File: config.mk
export PLATFORM = sky130hd
export DESIGN_NAME = mu_seq_ctrl
export DESIGN_NICKNAME = d
export VERILOG_FILES = /design/src/rtl/mu_seq_ctrl_pkg.sv /design/src/rtl/mu_seq_ctrl_dly.sv /design/src/rtl/mu_seq_ctrl.sv
export SDC_FILE = /design/constraint.sdc
export NUM_CORES = 1
export LEC_CHECK = 0
export BUFFER_PORTS_ARGS = -buffer_cell sky130_fd_sc_hd__buf_2
export CORE_MARGIN = 4
export CORE_UTILIZATION = 35
export DETAILED_ROUTE_END_ITERATION = 10
export GPL_TIMING_DRIVEN = 0
export SYNTH_ARGS = -nofsm -noshare
export SYNTH_HDL_FRONTEND = slang
export SYNTH_SLANG_ARGS = --single-unit
File: constraint.sdc
create_clock -name clk -period 4.5 [get_ports clk]
set_input_delay 0.45 -clock clk [delete_from_list [all_inputs] [get_ports clk]]
set_output_delay 0.45 -clock clk [all_outputs]
set_load 0.02 [all_outputs]
File: src/rtl/mu_seq_ctrl_pkg.sv
// Shared types and constants for the four-MU column sequencer.
// Holds the state encoding, the write-back burst length and the operand address helper.
package mu_seq_ctrl_pkg;

  typedef enum logic [2:0] {
    ST_IDLE  = 3'd0,
    ST_RUN   = 3'd1,
    ST_DRAIN = 3'd2,
    ST_WB    = 3'd3,
    ST_GAP   = 3'd4,
    ST_DONE  = 3'd5
  } seq_state_e;

  localparam int WB_WORDS = 4;
  localparam int MU_RES_W = 18;

  // Operand RAM address for column col, accumulate step k.
  function automatic logic [7:0] op_addr(input logic [3:0] col, input logic [3:0] k,
                                         input int k_len);
    return 8'(col) * 8'(k_len) + 8'(k);
  endfunction

endpackage

File: src/rtl/mu_seq_ctrl_dly.sv
// Matches rd_en to the operand RAM latency: a DEPTH-deep shift register carrying
// {rd_en, first_k} that yields mu_en / mu_clr; flush empties it synchronously.
module mu_seq_dly #(
  parameter int DEPTH = 1
) (
  input  logic clk,
  input  logic rst_n,
  input  logic flush_i,
  input  logic rd_en_i,
  input  logic first_k_i,
  output logic mu_en_o,
  output logic mu_clr_o
);

  logic [DEPTH-1:0] en_q;
  logic [DEPTH-1:0] first_q;

  always_ff @(posedge clk or negedge rst_n) begin
    if (!rst_n) begin
      en_q    <= '0;
      first_q <= '0;
    end else if (flush_i) begin
      en_q    <= '0;
      first_q <= '0;
    end else begin
      en_q[0]    <= rd_en_i;
      first_q[0] <= first_k_i;
      for (int i = 1; i < DEPTH; i++) begin
        en_q[i]    <= en_q[i-1];
        first_q[i] <= first_q[i-1];
      end
    end
  end

  assign mu_en_o  = en_q[DEPTH-1];
  assign mu_clr_o = first_q[DEPTH-1];

endmodule

File: src/rtl/mu_seq_ctrl.sv
// Column sequencer for the four-MU datapath: operand reads, MU clear/accumulate,
// drain, write-back pulse and the burst gap, per column, for N_COL columns.
module mu_seq_ctrl
  import mu_seq_ctrl_pkg::*;
#(
  parameter int K_LEN    = 4,
  parameter int N_COL    = 16,
  parameter int READ_LAT = 1,
  parameter int MU_LAT   = 1
) (
  input  logic       clk,
  input  logic       rst,
  input  logic       start,
  input  logic       abort,
  output logic       busy,
  output logic       done,
  output logic       rd_en,
  output logic [7:0] a_addr,
  output logic [3:0] coef_sel,
  output logic       mu_clr,
  output logic       mu_en,
  output logic       web,
  output logic       wb_rst_n,
  output logic [3:0] col_cnt,
  output seq_state_e state_dbg
);

  localparam logic [3:0] K_LAST     = 4'(K_LEN - 1);
  localparam logic [3:0] COL_LAST   = 4'(N_COL - 1);
  localparam logic [2:0] DRAIN_LOAD = 3'(READ_LAT + MU_LAT - 1);
  localparam logic [2:0] GAP_LOAD   = 3'(WB_WORDS - 2);

  seq_state_e state_q, state_d;
  logic [3:0] k_q, k_d;
  logic [3:0] col_q, col_d;
  logic [2:0] cnt_q, cnt_d;
  logic       busy_q, busy_d;
  logic       done_q, done_d;
  logic       rd_en_q, rd_en_d;
  logic       web_q, web_d;
  logic       wb_rst_n_q, wb_rst_n_d;
  logic       abort_hit;
  logic       first_k;

  // Handshake: start is a level sampled only in IDLE (and only without abort); busy rises
  // the cycle after acceptance and stays high through DONE; done is a single-cycle pulse.
  assign abort_hit = abort && (state_q != ST_IDLE);
  assign first_k   = rd_en_q && (k_q == 4'd0);

  always_comb begin
    state_d = state_q;
    k_d     = k_q;
    col_d   = col_q;
    cnt_d   = cnt_q;
    case (state_q)
      ST_IDLE: begin
        if (start && !abort) begin
          state_d = ST_RUN;
          k_d     = 4'd0;
          col_d   = 4'd0;
        end
      end
      ST_RUN: begin
        if (k_q == K_LAST) begin
          k_d     = 4'd0;
          cnt_d   = DRAIN_LOAD;
          state_d = ST_DRAIN;
        end else begin
          k_d = k_q + 4'd1;
        end
      end
      ST_DRAIN: begin
        if (cnt_q == 3'd0) state_d = ST_WB;
        else               cnt_d   = cnt_q - 3'd1;
      end
      ST_WB: begin
        cnt_d   = GAP_LOAD;
        state_d = ST_GAP;
      end
      ST_GAP: begin
        if (cnt_q == 3'd0) begin
          if (col_q == COL_LAST) begin
            state_d = ST_DONE;
          end else begin
            col_d   = col_q + 4'd1;
            state_d = ST_RUN;
          end
        end else begin
          cnt_d = cnt_q - 3'd1;
        end
      end
      ST_DONE: state_d = ST_IDLE;
      default: state_d = ST_IDLE;
    endcase
    if (abort_hit) begin
      state_d = ST_IDLE;
      k_d     = 4'd0;
      col_d   = 4'd0;
      cnt_d   = 3'd0;
    end
  end

  // Registered outputs are decoded from the next state so they line up with it.
  always_comb begin
    busy_d     = (state_d != ST_IDLE);
    done_d     = (state_d == ST_DONE);
    rd_en_d    = (state_d == ST_RUN);
    web_d      = (state_d == ST_WB);
    wb_rst_n_d = !abort_hit;
  end

  always_ff @(posedge clk or negedge rst) begin
    if (!rst) begin
      state_q    <= ST_IDLE;
      k_q        <= 4'd0;
      col_q      <= 4'd0;
      cnt_q      <= 3'd0;
      busy_q     <= 1'b0;
      done_q     <= 1'b0;
      rd_en_q    <= 1'b0;
      web_q      <= 1'b0;
      wb_rst_n_q <= 1'b1;
    end else begin
      state_q    <= state_d;
      k_q        <= k_d;
      col_q      <= col_d;
      cnt_q      <= cnt_d;
      busy_q     <= busy_d;
      done_q     <= done_d;
      rd_en_q    <= rd_en_d;
      web_q      <= web_d;
      wb_rst_n_q <= wb_rst_n_d;
    end
  end

  mu_seq_dly #(
    .DEPTH(READ_LAT)
  ) u_dly (
    .clk      (clk),
    .rst_n    (rst),
    .flush_i  (abort_hit),
    .rd_en_i  (rd_en_q),
    .first_k_i(first_k),
    .mu_en_o  (mu_en),
    .mu_clr_o (mu_clr)
  );

  assign busy      = busy_q;
  assign done      = done_q;
  assign rd_en     = rd_en_q;
  assign web       = web_q;
  assign wb_rst_n  = wb_rst_n_q;
  assign a_addr    = op_addr(col_q, k_q, K_LEN);
  assign coef_sel  = k_q;
  assign col_cnt   = col_q;
  assign state_dbg = state_q;

endmodule

# Word-level counts from Yosys, hierarchy flattened
# Cells that the tools add are included.
[classes]
n_addsub = 4
n_mul = 0
div_mod_pow = 0
order_cmp = 0
eq_ne = 14
shift = 0
muxes = 21
bitwise_logic = 0
reduce_logical = 17
[ops]
columns = ["operator", "n"]
rows = [
  ["3-bit 2-to-1 mux", 9],
  ["4-bit 2-to-1 mux", 6],
  ["4-bit one-hot mux with 2 select lines", 2],
  ["3-bit inequality test, second input constant", 5],
  ["3-bit one-hot mux with 5 select lines", 1],
  ["3-bit nonzero test", 4],
  ["3-bit by 2-bit equality test with 1-bit output, second input constant", 3],
  ["3-bit one-hot mux with 3 select lines", 1],
  ["4-bit by 1-bit adder with 4-bit output, second input constant", 2],
  ["6-bit by 4-bit adder with 7-bit output", 1],
  ["3-bit by 1-bit equality test with 1-bit output, second input constant", 2],
  ["3-bit equality test, second input constant", 2],
  ["3-bit zero test", 2],
  ["4-bit by 2-bit equality test with 1-bit output, second input constant", 1],
  ["4-bit equality test, second input constant", 1],
  ["4-bit zero test", 1],
  ["4-bit AND reduction", 1],
  ["4-bit nonzero test", 1],
  ["1-bit logical AND", 3],
  ["3-bit AND reduction", 1],
  ["3-bit by 1-bit subtractor with 3-bit output, second input constant", 1],
  ["1-bit zero test", 2],
  ["1-bit 2-to-1 mux", 2],
  ["2-bit AND reduction", 1],
  ["2-bit OR reduction", 1],
]
[word_totals]
ff_bits = 21
latchBits = 0
ram_bits = 0
mem_bits_ro = 0
inputBits = 4
output_inout_bits = 26
wordCells = 67
n_memories = 0

# Logic depth before layout (Yosys ltp)
# Gate-level depths: netlist of run 1.
[logic_depth]
depth_word = 6
ltp_mapped = 6
depth_no_buf = 6

# Hierarchy
# A second synthesis of run 1 with hierarchy kept.
[unflattened]
cells_unflattened = 144
hier_area_um2 = 1351.3
[modules_own_cells]
columns = ["module", "n_inst", "cells_each", "area_per_inst_um2", "seq_area_each_um2"]
rows = [
  ["mu_seq_ctrl", 1, 140, 1288.7, 476.7],
  ["mu_seq_dly", 1, 4, 62.6, 50.0],
]

# Least setup slack after synthesis of run 1
# Ideal clock, no wire load.
[synth_timing]
kind = "flip-flop to output port"
from = "register k_q[2], in the netlist coef_sel[2]"
to = "output a_addr[4]"
arrival_time_ns = 1.565
required_ns = 4.050
setup_slack_ns = 2.485
stages_incl_launch_ff = 5
n_path_buf = 0
path_cell_list = "dfrtp_1 -> ha_1 -> inv_1 -> fa_1 -> xnor2_1"
[synth_via]
elab_chain_len = 1
[synth_rtl]
columns = ["element", "line", "text"]
rows = [
  ["from (decl)", "mu_seq_ctrl.sv:34", "logic [3:0] k_q, k_d;"],
  ["from (signal assigned)", "mu_seq_ctrl.sv:125", "k_q <= k_d;"],
  ["6-bit by 4-bit adder with 7-bit output", "mu_seq_ctrl_pkg.sv:20", "return 8'(col) * 8'(k_len) + 8'(k);"],
  ["to (decl)", "mu_seq_ctrl.sv:18", "output logic [7:0] a_addr,"],
]
# Every way passes these cells.

# Worst setup path after layout of run 1
# Same ends and word-level chain as after synthesis.

==> results.cfg, run 1 <==
[setup_path]
critPathCaptureType = primary output
cpMaxStageDelayCell = dfrtp_1
critPathMaxFanout = 6
critPathTopFamily = adder cells
critical_path_class = reg -> out
worstPathCellList = ha_1, inv_1, fa_1, xnor2_1, buf_2
cp_num_buf_inv = 2
slowest_delay_ns = 0.48
worstSetupStartpointType = flip-flop
required_ns = 4.05
arrival_ns = 1.75

[cts]
clk-insertion-delay-late_ns = 0.26
cts_setup_buffers = 0
cts_buffers = 3
tritoncts = done
htree_levels = 1
root_buffer = clkbuf_8
cts.sinks = 21
cts_resized = 0
postCtsHoldBufs = 0
cts_buffer_depth = 2
clk_pin_slew_worst_paths_ns = 0.08

[sta]
max_freq_mhz = 454.4
fin_hold_ws_ns = 0.1373
skew_ns = 0.001396
post-route-min-period_ns = 2.201
finalSetupViolations = 0
finalCritPeriodShare_pct = 48.90
grt_setup_unrepaired = false
hold_viol_final = 0
fin_setup_tns_ns = 0
setup_ws_ns = 2.299
slew_viol_final = 0

[global_routing]
antenna_found_initial = 0
track_usage_pct = 12.76
grt_pass1_wl_mm = 5.250
overflow = 0
grt_pass1_vias = 1168
grt_max_degree = 22

[place]
port_buffers = 28
globalplace.congestion = 0.8275
dp_hpwl_mm = 2.283
pre_cts_ws_ns = 2.574
placed_area_sq_um = 1574

[logic_synthesis]
synth_xor_area_share_pct = 3.188
syn_nets = 154
synthFlopType = dfrtp_1
post-synth-top-area-cell = dfrtp_1
yosys_warnings = 0
synth_top_family_by_area = simple AND/OR/NAND/NOR gates
avgSynthCellArea_sq_um = 9.675
synth_mux_area_share_pct = 4.281
synthAdderAreaFrac_pct = 7.832
yosys.area_share.simple_pct = 20.04
synth.top_cell.area_share_pct = 36.43
synth_area_leaders = dfrtp_1, ha_1, nor2_1
ys_types = 48
synthCells = 142
syn_area_sq_um = 1374
synthArstFlopShare_pct = 100.0
synth_compound_area_share_pct = 17.76
ys_ff_latch = 21
synth_edf_count = 0
seq_area_frac_synth_pct = 38.34

[die]
dieArea_sq_um = 4991
row_count = 22
die_h_microns = 70.65
num_io_pins = 30
core_sq_um = 3716
start_util_pct = 36.97
die_width_microns = 70.65

[worst_hold_path]
hold_class = in -> async

[layout]
most-common-layout-cells = buf_2, dfrtp_1, nor2_1
n_antenna_cell = 0
nets = 187
design_area_sq_um = 1620
final_common_cell = buf_2
drive_gt1_share_pct = 32.76
syn2layout_area_growth_pct = 17.94

[power_and_ir_drop]
pwr-share-clk_pct = 16.2
ir_drop_v = 0.0002438
power.switching_mw = 0.3248
combPwrFrac_pct = 50.7
total_power_mw = 0.7794
power_density_nw_per_um2 = 481.0
p_int_mw = 0.4546
p_sw_share_pct = 41.67
seqPwrFrac_pct = 33.0
p_leak_nw = 0.7949

[drt]
remaining_drc_errors = 0
vias = 1147
ant_nets = 0
first_pass_iters = 4
drt_iter0_drc = 51
via_per_inst = 5.167
routed_wl_mm = 2.997
post_drt_wl_per_cell_microns = 13.50

[run_status]
status = completed

[job]
drv_cap = 0
## registers in the layout, indices dropped and copies added, names as in the netlist, 3 cells and up
signal / flops
cnt_q: 3
coef_sel: 4
col_cnt: 4
state_dbg: 3
## power groups by stage
stage	clock network, mW	registers [mW]	logic (mW)
after floorplan	0	0.304	0.256
after global placement	0	0.260	0.391
after detailed placement	0	0.262	0.397
after CTS	0.133	0.258	0.398
after global routing	0.141	0.266	0.434
final	0.127	0.258	0.395
## Yosys cell counts (all sizes together) (2+ instances only)
master  instances
a211oi          2
a21o            2
a21oi          10
and3            2
buf            10
dfrtp          20
ha              7
inv            10
mux2            4
nand2           5
nand2b          2
nand3           2
nor2           16
nor2b           5
nor3            3
nor4bb          2
o21ai           9
o21bai          2
o22ai           2
or3             4
or3b            2
xnor2           4
## worst register-to-register path: cells and delay by family (launching register included)
kind | cells | cell delay, ns
adder cells (fa/ha/maj) | 1 | 0.22
multiplexers | 1 | 0.35
AND/OR/NAND/NOR | 1 | 0.35
flip-flops | 1 | 0.44
AO/OA/AOI/OAI | 2 | 0.41
## layout make-up
class                           count  area, sq um
Fill cell                         377         2096
Multi-Input combinational cell    101        733.2
Sequential cell                    21        526.8
Timing Repair Buffer               28        140.1
Buffer                             10        76.32
Tap cell                           48        60.06
Clock buffer                        3        41.29
Inverter                           10        37.54
Clock inverter                      1        5.005
## cells by family after synthesis
group | after synthesis
other cells | 1
simple gates | 48
xor+xnor | 5
fa+ha+maj | 8
compound gates | 34
mux | 5
buf+inv | 20
flops | 21
## stage by stage
step,instances,util [%]
floorplan,142,-
global placement,218,42.36
detailed placement,218,42.36
CTS,222,43.60
global route,222,43.60
finish,222,43.60
## per-layer routing
metal  up-vias  share of wire (%)  wire length [microns]  GRT usage, %
met4         0                2.8                     84         5.637
met3         8                6.1                    184         3.977
met2        33                 46                   1388         20.48
met5         -                  0                      0             0
li1        558                  -                      -             -
met1       548                 45                   1340         15.76
## worst paths after layout
check,startpoint,depth (start not counted),to,slack [ns]
worst min-delay path,rst,1,cnt_q[0],0.14
max in group asynchronous,rst,1,wb_rst_n,4.01
worst min register to register,cnt_q[1],1,cnt_q[1],0.51
worst max-delay path,coef_sel[2],5,a_addr[4],2.30
worst max register to register,coef_sel[1],5,cnt_q[1],2.63
min in group clk,cnt_q[1],1,cnt_q[1],0.51
Note: power is estimated with default switching activity, not from simulation.
==> inputs of run 2 (changes only) <==
- clock period: 4.5 -> 2.2 ns (I/O delays scaled with it)
==> run 2 against run 1 <==
  * Sequential cell count is the same
  * Final area increased by 0.62%
  * Register-to-register slack worse by 2.3 ns
  * Critical path depth did not move
  * Non-clock buffer count is 1 higher
  * Worst setup slack lost 2.1 ns
==> results.cfg, run 2 (synthesis results as in run 1) <==
[place]
place_inst = 218
port_buffers = 28
globalplace.congestion = 0.8275
pre_cts_ws_ns = 0.3293
dp_hpwl_mm = 2.283

[die]
die_h_microns = 70.65
num_io_pins = 30
core_sq_um = 3716
start_util_pct = 36.97
die_width_microns = 70.65
dieArea_sq_um = 4991
row_count = 22

[power_and_ir_drop]
p_sw_share_pct = 41.65
ir_drop_v = 0.0004990
seqPwrFrac_pct = 33.0
combPwrFrac_pct = 50.8
power_density_nw_per_um2 = 978.7
p_leak_nw = 0.7991
power.switching_mw = 0.6646
pwr-share-clk_pct = 16.2
total_power_mw = 1.596
p_int_mw = 0.9310

[cts]
clk_pin_slew_worst_paths_ns = 0.08
cts.sinks = 21
htree_levels = 1
root_buffer = clkbuf_8
cts_buffer_depth = 2
clk-insertion-delay-late_ns = 0.26
cts_setup_buffers = 0
cts_resized = 0
postCtsHoldBufs = 1
cts_buffers = 3
tritoncts = done

[run_status]
status = completed

[drt]
post_drt_wl_per_cell_microns = 13.46
routed_wl_mm = 3.001
drt_iter0_drc = 55
remaining_drc_errors = 0
vias = 1155
via_per_inst = 5.179
ant_nets = 0
first_pass_iters = 4

[global_routing]
track_usage_pct = 12.82
grt_max_degree = 22
overflow = 0
antenna_found_initial = 0
grt_pass1_wl_mm = 5.278
grt_pass1_vias = 1173

[sta]
max_freq_mhz = 507.5
hold_viol_final = 0
post-route-min-period_ns = 1.971
fin_setup_tns_ns = 0
slew_viol_final = 0
skew_ns = 0.001421
finalSetupViolations = 0
setup_ws_ns = 0.2294
finalCritPeriodShare_pct = 89.57
grt_setup_unrepaired = false

[setup_path]
arrival_ns = 1.75
critPathMaxFanout = 6
critPathCaptureType = primary output
critical_path_class = reg -> out
worstSetupStartpointType = flip-flop
required_ns = 1.98
reg2reg_depth = 5

[layout]
drive_gt1_share_pct = 32.57
seqCellArea_sq_um = 526.8
nets = 188
syn2layout_area_growth_pct = 18.67
final_common_cell = buf_2
n_antenna_cell = 0
multi_input_area_sq_um = 733.2
fillers = 376
final_cells = 223
most-common-layout-cells = buf_2, dfrtp_1, nor2_1

[worst_hold_path]
hold_class = in -> reg
hold_depth = 4

[job]
drv_cap = 0
run 2: changes by cell type in the layout (fill, tap and decap cells not counted):
cell / before / now
dlygate4sd3_1: 0 / 1
run 2: cell type report:
type	count	share of cell area (%)
clock inverters	1	0.3070
plain buffers	10	4.682
multi-input cells	101	44.97
inverters	10	2.302
flip-flops and latches	21	32.31
repair buffers	29	9.210
well taps	48	3.684
clock buffers	3	2.533
run 2: path summary, 6_finish.rpt:
check / from / to / slack [ns]
worst max-delay path: coef_sel[2] / a_addr[4] / 0.23
worst min-delay path: start / coef_sel[3] / 0.41
worst max register to register: coef_sel[1] / cnt_q[1] / 0.33
worst min register to register: cnt_q[1] / cnt_q[1] / 0.51
max in group asynchronous: rst / wb_rst_n / 1.40
min in group asynchronous: rst / cnt_q[0] / 0.44
run 2: worst max-delay path: stages (launching register included):
cell     delay, ns
dfrtp_1       0.48
ha_1          0.21
inv_1         0.06
fa_1          0.41
xnor2_1       0.15
buf_2         0.18
run 2: metal layers:
metal  share of wire (%)  wire length, microns  track usage [%]  up-vias
met5                   0                     0                0        -
met3                 6.4                   191            3.977        8
met2                  47                  1396            20.58       35
met4                 2.8                    84            5.637        0
li1                    -                     -                -      560
met1                  44                  1328            15.85      552
run 2: power groups by stage:
stage	Clock, mW	Combinational, mW	Sequential [mW]
CTS	0.272	0.815	0.528
detailed placement	0	0.812	0.536
finish	0.259	0.810	0.527
global placement	0	0.799	0.532
global route	0.289	0.890	0.544
floorplan	0	0.523	0.622
run 2: through the flow:
| step | hold WS, ns | instance area, sq um | utilization, % |
|---|---|---|---|
| floorplan | -0.07559 | 1374 | - |
| global placement | 0.2006 | 1574 | 42.36 |
| detailed placement | 0.2192 | 1574 | 42.36 |
| CTS | 0.4042 | 1630 | 43.87 |
| global route | 0.4330 | 1630 | 43.87 |
| finish | 0.4125 | 1630 | 43.87 |
==> inputs of run 3 (changes only) <==
- CELL_PAD_IN_SITES_DETAIL_PLACEMENT: not set -> 0
- CELL_PAD_IN_SITES_GLOBAL_PLACEMENT: not set -> 1
- PLACE_DENSITY_LB_ADDON: not set -> 0.1
==> run 3 against run 2 <==
  * Core utilization is essentially flat
  * Sequential cell count is the same
  * Critical path depth stayed put
  * Maximum frequency is 2.0% higher
  * First-iteration DRC count is 71% lower
  * Sequential power about the same
  * Total power shrank 0.55%
  * Worst setup slack improved by 0.038 ns
  * Clock power decreased by 2%
  * Hold slack improved by 0.010 ns
  * Final area about the same
  * Critical path type unchanged
  * Critical endpoint unchanged
  * Largest power group unchanged
==> results.cfg, run 3 (synthesis results as in run 1) <==
[die]
core_sq_um = 3716
die_h_microns = 70.65
die_width_microns = 70.65
num_io_pins = 30
start_util_pct = 36.97
row_count = 22
dieArea_sq_um = 4991

[drt]
post_drt_wl_per_cell_microns = 13.50
wl_met3_microns = 150
wl_met2_mm = 1.442
ant_nets = 0
routed_wl_mm = 3.010
met1_length_mm = 1.403
vias = 1117
drt_iter0_drc = 16
remaining_drc_errors = 0
maxUsedRoutingLayer = met4
first_pass_iters = 4
via_per_inst = 5.009

[place]
pre_cts_ws_ns = 0.3247
port_buffers = 28
place_inst = 218
globalplace.congestion = 0.7636
dp_hpwl_mm = 2.324

[layout]
drive_gt1_share_pct = 32.00
syn2layout_area_growth_pct = 18.58
fillers = 384
final_common_cell = buf_2
final_cells = 223
nets = 188
most-common-layout-cells = buf_2, dfrtp_1, nor2_1
n_antenna_cell = 0
multi_input_area_sq_um = 733.2
seqCellArea_sq_um = 526.8

[global_routing]
grt_max_degree = 22
antenna_found_initial = 0
grt_pass1_vias = 1016
overflow = 0
grt_pass1_wl_mm = 5.147
track_usage_pct = 12.58

[sta]
skew_ns = 0.001296
finalSetupViolations = 0
hold_viol_final = 0
post-route-min-period_ns = 1.932
setup_ws_ns = 0.2675
grt_setup_unrepaired = false
fin_hold_ws_ns = 0.4230
fin_setup_tns_ns = 0
max_freq_mhz = 517.5
finalCritPeriodShare_pct = 87.84
slew_viol_final = 0

[power_and_ir_drop]
power_density_nw_per_um2 = 974.0
ir_drop_v = 0.0003822
p_leak_nw = 0.7963
total_power_mw = 1.587

[setup_path]
reg2reg_depth = 5
reg2reg_to = cnt_q[1]
cpMaxStageDelayCell = dfrtp_1
r2r_start = coef_sel[1]
critPathTopFamily = adder cells
worstPathCellList = ha_1, inv_1, fa_1, xnor2_1, buf_2
cp-startpoint = coef_sel[2]
critPathCapture = a_addr[4]
cp_num_buf_inv = 2
slowest_delay_ns = 0.47
worst-r2r-setup-slack_ns = 0.33
worstSetupStartpointType = flip-flop
arrival_ns = 1.71
critical_path_class = reg -> out
cp.depth = 5
critPathMaxFanout = 6
critPathCaptureType = primary output
required_ns = 1.98

[cts]
cts_resized = 0
tritoncts = done
postCtsHoldBufs = 1
htree_levels = 1
clk-insertion-delay-late_ns = 0.26
root_buffer = clkbuf_8
clk_pin_slew_worst_paths_ns = 0.08
cts_buffer_depth = 2
cts.sinks = 21
cts_buffers = 3
cts_setup_buffers = 0

[worst_hold_path]
hold_class = in -> reg

[job]
drv_cap = 0

[run_status]
status = completed
## run 3: power by group
| group | switching, mW | internal, mW |
|---|---|---|
| Combinational | 0.473 | 0.332 |
| Clock | 0.125 | 0.129 |
| Sequential | 0.0570 | 0.470 |
## run 3: per-stage QoR
stage	instance area (sq um)	utilization, %
floorplan	1374	-
global placement	1574	42.36
detailed placement	1574	42.36
CTS	1629	43.84
global route	1629	43.84
finish	1629	43.84
## run 3: worst min-delay path by stage
stage / end / cells past startpoint / slack (ns) / start
2_1_floorplan: busy / 0 / -0.08 / rst
3_3_place_gp: col_cnt[3] / 1 / 0.21 / rst
3_5_place_dp: col_cnt[3] / 1 / 0.22 / rst
4_1_cts: coef_sel[3] / 4 / 0.42 / start
5_1_grt: col_cnt[1] / 4 / 0.47 / start
6_report: coef_sel[3] / 4 / 0.42 / start
## run 3: tightest hold or removal path: stages
cell      delay [ns]
buf_2           0.11
a211oi_1        0.07
nor2_1          0.18
a21oi_1         0.06
## run 3: area by class of cell
type,count,area share (%)
well taps,48,3.687
flip-flops and latches,21,32.33
clock buffers,4,2.765
inverters,10,2.304
plain buffers,10,4.685
repair buffers,29,9.217
multi-input cells,101,45.01
## run 3: per-layer routing
| metal | vias up | GRT usage (%) |
|---|---|---|
| met2 | 24 | 21.31 |
| met1 | 535 | 16.93 |
| li1 | 556 | - |
| met3 | 2 | 3.125 |
| met4 | 0 | 1.253 |
| met5 | - | 0 |
